===== config.mk =====
export PLATFORM = sky130hd
export DESIGN_NAME = mmio_uart_tx
export DESIGN_NICKNAME = d
export VERILOG_FILES = /design/src/rtl/mmio_uart_tx.sv
export SDC_FILE = /design/constraint.sdc
export NUM_CORES = 1
export LEC_CHECK = 0
export ABC_AREA = 0
export BUFFER_PORTS_ARGS = -buffer_cell sky130_fd_sc_hd__buf_2
export CORE_ASPECT_RATIO = 0.6
export CORE_MARGIN = 1.5
export CORE_UTILIZATION = 64
export DETAILED_ROUTE_END_ITERATION = 16
export GPL_TIMING_DRIVEN = 0
export HOLD_SLACK_MARGIN = 0.15
export PLACE_DENSITY = 0.86
export RECOVER_POWER = 50
export SETUP_SLACK_MARGIN = 0.15
export SYNTH_ARGS = -nofsm -noshare
export SYNTH_HDL_FRONTEND = slang
export SYNTH_SLANG_ARGS = --single-unit

===== constraint.sdc =====
create_clock -name clk -period 6.02 [get_ports clk]
set_input_delay 0 -clock clk [delete_from_list [all_inputs] [get_ports clk]]
set_output_delay 0 -clock clk [all_outputs]
set_load 0.01 [all_outputs]

===== src/rtl/mmio_uart_tx.sv =====
// mmio_uart_tx: memory-mapped 8N1 UART transmitter with a byte TX FIFO.
//
// Register map (byte offsets on addr):
//   0x0 TXDATA  W: push wdata[7:0] into the TX FIFO (dropped when full)
//   0x4 STATUS  R: {28'b0, overflow, busy, empty, full}
//               W: wdata[3]=1 clears the sticky overflow bit
//   0x8 BAUDDIV RW: cycles per serial bit, low 16 bits; 0 behaves as 1
//   others      read 0, stores ignored
//
// Ports:
//   clk    single clock, rising edge
//   reset  synchronous, active-high
//   sel    access targets this peripheral
//   we     1 = store, 0 = load
//   addr   byte offset
//   wdata  store data
//   rdata  load data, combinational from addr
//   tx     serial line, idle high, registered
//   irq    TX-empty interrupt
//
// Build option: define UART_TX_IRQ_EN to build the registered TX-empty
// interrupt; otherwise irq is tied low.
module mmio_uart_tx #(
  parameter int unsigned FIFO_DEPTH = 8,
  parameter logic [15:0] DIV_RESET  = 16'd868
) (
  input  logic        clk,
  input  logic        reset,
  input  logic        sel,
  input  logic        we,
  input  logic [3:0]  addr,
  input  logic [31:0] wdata,
  output logic [31:0] rdata,
  output logic        tx,
  output logic        irq
);

  localparam int unsigned PTR_W = (FIFO_DEPTH > 1) ? $clog2(FIFO_DEPTH) : 1;
  localparam int unsigned CNT_W = PTR_W + 1;

  localparam logic [3:0] ADDR_TXDATA  = 4'h0;
  localparam logic [3:0] ADDR_STATUS  = 4'h4;
  localparam logic [3:0] ADDR_BAUDDIV = 4'h8;

  typedef enum logic [1:0] {IDLE, START, DATA, STOP} state_e;

  logic [7:0]       fifo_q [FIFO_DEPTH];
  logic [PTR_W-1:0] wptr_q, wptr_d;
  logic [PTR_W-1:0] rptr_q, rptr_d;
  logic [CNT_W-1:0] count_q, count_d;
  logic             overflow_q, overflow_d;
  logic [15:0]      div_q, div_d;

  state_e           state_q;
  logic [15:0]      frame_div_q;
  logic [15:0]      baud_cnt_q;
  logic [2:0]       bit_idx_q;
  logic [7:0]       shift_q;
  logic             tx_q;

  logic             fifo_empty_c;
  logic             fifo_full_c;
  logic             busy_c;
  logic             bit_done_c;
  logic             push_req_c;
  logic             push_c;
  logic             pop_c;
  logic [15:0]      div_eff_c;

  // Upper store bits have no destination.
  logic unused_wdata;
  assign unused_wdata = ^wdata[31:16];

  // Bus decode, FIFO bookkeeping and register next-state.
  always_comb begin
    fifo_empty_c = (count_q == '0);
    fifo_full_c  = (count_q == CNT_W'(FIFO_DEPTH));
    busy_c       = (state_q != IDLE);
    bit_done_c   = (baud_cnt_q == '0);
    div_eff_c    = (div_q == '0) ? 16'd1 : div_q;

    // Full is judged on the pre-pop occupancy, so a same-cycle pop never
    // makes room for the push.
    push_req_c = sel && we && (addr == ADDR_TXDATA);
    push_c     = push_req_c && !fifo_full_c;
    pop_c      = !fifo_empty_c &&
                 ((state_q == IDLE) || ((state_q == STOP) && bit_done_c));

    wptr_d = push_c ? (wptr_q + PTR_W'(1)) : wptr_q;
    rptr_d = pop_c  ? (rptr_q + PTR_W'(1)) : rptr_q;

    count_d = count_q;
    case ({push_c, pop_c})
      2'b10:   count_d = count_q + CNT_W'(1);
      2'b01:   count_d = count_q - CNT_W'(1);
      default: count_d = count_q;
    endcase

    overflow_d = overflow_q;
    if (push_req_c && fifo_full_c) begin
      overflow_d = 1'b1;
    end else if (sel && we && (addr == ADDR_STATUS) && wdata[3]) begin
      overflow_d = 1'b0;
    end

    div_d = div_q;
    if (sel && we && (addr == ADDR_BAUDDIV)) begin
      div_d = wdata[15:0];
    end
  end

  // Load data mux.
  always_comb begin
    rdata = '0;
    case (addr)
      ADDR_STATUS:  rdata = {28'b0, overflow_q, busy_c, fifo_empty_c, fifo_full_c};
      ADDR_BAUDDIV: rdata = {16'b0, div_q};
      default:      rdata = '0;
    endcase
  end

  // FIFO storage; contents are don't-care while the entry is unoccupied.
  always_ff @(posedge clk) begin
    if (push_c) begin
      fifo_q[wptr_q] <= wdata[7:0];
    end
  end

  // Register file and FIFO pointers.
  always_ff @(posedge clk) begin
    if (reset) begin
      wptr_q     <= '0;
      rptr_q     <= '0;
      count_q    <= '0;
      overflow_q <= 1'b0;
      div_q      <= DIV_RESET;
    end else begin
      wptr_q     <= wptr_d;
      rptr_q     <= rptr_d;
      count_q    <= count_d;
      overflow_q <= overflow_d;
      div_q      <= div_d;
    end
  end

  // Serializer FSM. A pop always starts a new frame, whether from IDLE or
  // straight out of the last STOP cycle, and latches the divisor so that
  // BAUDDIV writes never disturb a frame in flight.
  always_ff @(posedge clk) begin
    if (reset) begin
      state_q     <= IDLE;
      frame_div_q <= 16'd1;
      baud_cnt_q  <= '0;
      bit_idx_q   <= '0;
      shift_q     <= '0;
      tx_q        <= 1'b1;
    end else if (pop_c) begin
      state_q     <= START;
      frame_div_q <= div_eff_c;
      baud_cnt_q  <= div_eff_c - 16'd1;
      bit_idx_q   <= '0;
      shift_q     <= fifo_q[rptr_q];
      tx_q        <= 1'b0;
    end else begin
      unique case (state_q)
        IDLE: begin
          tx_q <= 1'b1;
        end
        START: begin
          if (bit_done_c) begin
            state_q    <= DATA;
            tx_q       <= shift_q[0];
            baud_cnt_q <= frame_div_q - 16'd1;
          end else begin
            baud_cnt_q <= baud_cnt_q - 16'd1;
          end
        end
        DATA: begin
          if (bit_done_c) begin
            baud_cnt_q <= frame_div_q - 16'd1;
            if (bit_idx_q == 3'd7) begin
              state_q <= STOP;
              tx_q    <= 1'b1;
            end else begin
              bit_idx_q <= bit_idx_q + 3'd1;
              shift_q   <= {1'b0, shift_q[7:1]};
              tx_q      <= shift_q[1];
            end
          end else begin
            baud_cnt_q <= baud_cnt_q - 16'd1;
          end
        end
        STOP: begin
          // Only reached here when the FIFO is empty at the end of STOP.
          if (bit_done_c) begin
            state_q <= IDLE;
          end else begin
            baud_cnt_q <= baud_cnt_q - 16'd1;
          end
        end
        default: begin
          state_q <= IDLE;
          tx_q    <= 1'b1;
        end
      endcase
    end
  end

  assign tx = tx_q;

`ifdef UART_TX_IRQ_EN
  logic irq_q;
  logic idle_next_c;

  // Look at next-cycle state and occupancy so the push that fills an empty
  // FIFO clears irq on its own edge.
  assign idle_next_c = !pop_c &&
                       ((state_q == IDLE) || ((state_q == STOP) && bit_done_c));

  always_ff @(posedge clk) begin
    if (reset) begin
      irq_q <= 1'b0;
    end else begin
      irq_q <= idle_next_c && (count_d == '0);
    end
  end

  assign irq = irq_q;
`else
  assign irq = 1'b0;
`endif

endmodule


==> impl_metrics.py <==
metrics = {
    "status": {
        "status": "complete, no violations",
    },
    "global_routing": {
        "grt_usage": 0.371,
        "grt_pass1_wl_um": 32600,
        "overflow": 0,
        "grt_pass1_vias": 5818,
        "grt_max_degree": 17,
        "antenna_found_initial": 0,
    },
    "timing": {
        "tns_ns": 0,
        "setup_viol": 0,
        "finalClockSkew_ns": 0.0141,
        "clock.fmax_mhz": 233,
        "maxSlewHeadroom": 0.334,
        "period_minus_slack_ns": 4.29,
        "fin_crit_sh": 0.713,
        "rsz0062_at_grt": "false",
        "hold_viol": 0,
        "final-max-slew-violation-count": 0,
        "tightest_slew_ns": 0.986,
        "setup_slack_ns": 1.73,
    },
    "worst_setup_path": {
        "cp-end-kind": "register",
        "arrival_ns": 4.65,
        "worstSetupPathType": "reg2reg",
        "required_ns": 6.38,
        "crit_fanout": 11,
        "critPathLaunchType": "register",
    },
    "drt": {
        "wl_per_cell_um": 22.2,
        "vias": 6272,
        "drt_iter0_markers": 948,
        "vias_per_cell": 6.62,
        "drt_pass1_iterations": 8,
        "drc": 0,
        "wl_um": 21000,
        "ant_nets": 0,
    },
    "synth": {
        "synth_seq_area_share": 0.488,
        "synth_area_leaders": "edfxtp_1 (27%), dfxtp_1 (22%), mux4_2 (5.1%), nand2_1 (5.0%), a21oi_1 (3.9%)",
        "syn_avg_cell_area_um2": 10.2,
        "synth_edf_count": 64,
        "synth_ff_type": "dfxtp_1",
        "synth_common_cells": "nand2_1 (93), dfxtp_1 (76), edfxtp_1 (64)",
        "synthDominantCellAreaShare": 0.273,
        "yosysTopAreaCell": "edfxtp_1",
        "yosysWarnings": 0,
        "synthArstFlopShare": 0,
        "syn_area_um2": 7050,
        "yosysMostFrequentCell": "nand2_1",
        "yosys.cell_types.count": 63,
        "syn-instance-count": 694,
        "yosys_register_bits": 140,
    },
    "die": {
        "die_h_um": 84.3,
        "rows": 29,
        "fp.dieW_um": 139,
        "io_pins": 74,
        "fp.coreArea_um2": 10600,
        "die-area_um2": 11700,
        "start_util": 0.663,
    },
    "cts": {
        "cts.repair.resized": 0,
        "cts_sinks": 140,
        "clock_path_buffers": 2,
        "clockRootBuffer": "clkbuf_16",
        "cts_tree": "done",
        "htree_levels": 4,
        "clkTransAtPathRegs_ns": 0.06,
        "clk_latency_ns": 0.44,
        "cts_buffers": 17,
    },
    "power_and_ir_drop": {
        "p_total_mw": 3.54,
        "leakage_nw": 2.98,
        "power.density_nw_per_um2": 427,
        "irDropWorstVdd_mv": 0.263,
    },
    "final_layout": {
        "fin_nets": 852,
        "finalInstanceArea_um2": 8270,
        "layoutNonFillerInstCount": 947,
        "area_delta_synth_final_pct": 17.3,
        "antenna-diode-count": 0,
        "layout-drive-gt1-share": 0.134,
    },
    "placed_design": {
        "place_hpwl_um": 13500,
        "placed_cells": 888,
        "io_buffers": 39,
        "dp_slack_ns": 2.58,
        "routabilityCongestion": 0.964,
        "placed_area_um2": 7480,
    },
    "hold_path": {
        "hold_path_class": "in2reg",
    },
    "job": {
        "maxCapViolations": 0,
    },
}
-- layout make-up --
| type | instances | area, um^2 |
|---|---|---|
| well taps | 139 | 174 |
| inverters | 15 | 56.3 |
| plain buffers | 57 | 293 |
| fillers | 660 | 2360 |
| clock inverters | 12 | 115 |
| repair buffers | 66 | 448 |
| multi-input cells | 498 | 3310 |
| clock buffers | 20 | 437 |
| flip-flops and latches | 140 | 3440 |
-- worst paths after layout --
kind	from	to	slack [ns]	cells after the start
worst max-delay path	baud_cnt_q[0]	count_q[2]	1.73	14
worst min-delay path	addr[3]	wptr_q[0]	0.24	5
worst max register to register	baud_cnt_q[0]	count_q[2]	1.73	14
worst min register to register	frame_div_q[15]	frame_div_q[15]	0.49	2
-- logic make-up (layout without fill, tap and decap cells) --
kind of cell,Yosys count,in the layout,share of synthesized area
DFF,140,140,0.488
other,1,17,0.000532
xor gates and xnor gates,36,36,0.0447
AOI/OAI and AO/OA,133,133,0.119
muxes,30,30,0.0711
and+or+nand+nor,265,265,0.196
buffers and inverters,72,170,0.0499
adders and majority gates,17,17,0.0302
-- flip-flops by register name, indices dropped and copies added (netlist names), named ones only --
| signal | cells |
|---|---|
| baud_cnt_q | 16 |
| bit_idx_q | 3 |
| count_q | 4 |
| div_q | 16 |
| fifo_q | 64 |
| frame_div_q | 16 |
| overflow_q | 1 |
| rptr_q | 3 |
| shift_q | 8 |
| state_q | 2 |
| tx | 1 |
| wptr_q | 3 |
-- what timing repair did --
action,CTS,global route
hold buffers,27,0
buffers inserted,0,0
hold endpoints to repair,86,0
-- layer usage --
metal / GRT usage / up-vias / wire, um
met5: 0 / - / 0
met2: 0.540 / 542 / 9030
met4: 0.104 / 0 / 416
met1: 0.525 / 2953 / 8430
met3: 0.133 / 68 / 3140
li1: - / 2709 / -
-- power breakdown --
group	total, mW	switching [mW]	internal, mW	leakage [nW]
sequential	1.16	0.0873	1.07	1.19
combinational	1.37	0.890	0.478	1.53
clock	1.01	0.434	0.573	0.262
-- critical path, cell delays in order (launching register included) --
cell,delay (ns)
dfxtp_1,0.36
inv_1,0.15
ha_1,0.20
nor4b_1,0.80
and4_1,0.32
o21ai_0,0.31
inv_1,0.40
buf_2,0.35
ha_1,0.32
xor2_1,0.17
ha_1,0.16
a21oi_1,0.05
xor2_1,0.18
or3_1,0.31
a21oi_1,0.14
-- through the flow --
step / util / hold slack (ns)
floorplan: - / 0.0989
global placement: 0.704 / 0.214
detailed placement: 0.704 / 0.223
CTS: 0.781 / 0.173
global route: 0.778 / 0.298
finish: 0.778 / 0.240
-- cell usage in the layout, fill, tap and decap left out, drive strengths merged, types with 4 or more instances in the layout --
cell / netlist / layout
buf: 28 / 51
edfxtp: 64 / 64
nor3: 13 / 13
a221oi: 7 / 7
nand2b: 7 / 7
ha: 17 / 17
conb: 1 / 17
mux4: 16 / 16
nand4: 8 / 8
a22oi: 4 / 4
and4: 4 / 4
dfxtp: 76 / 76
nor2b: 9 / 9
a311oi: 4 / 4
xor2: 21 / 21
nor4: 12 / 12
xnor2: 15 / 15
or3: 6 / 6
and2: 14 / 14
inv: 15 / 20
a21oi: 55 / 55
nand3: 11 / 11
mux2i: 13 / 13
o21ai: 23 / 23
or4: 9 / 9
clkbuf: 29 / 65
a211oi: 15 / 15
nor2: 58 / 58
nand2: 93 / 93
nor3b: 4 / 4
dlygate4sd3: 0 / 27
nand3b: 7 / 7
No activity file was read; power rests on OpenSTA's default activity.
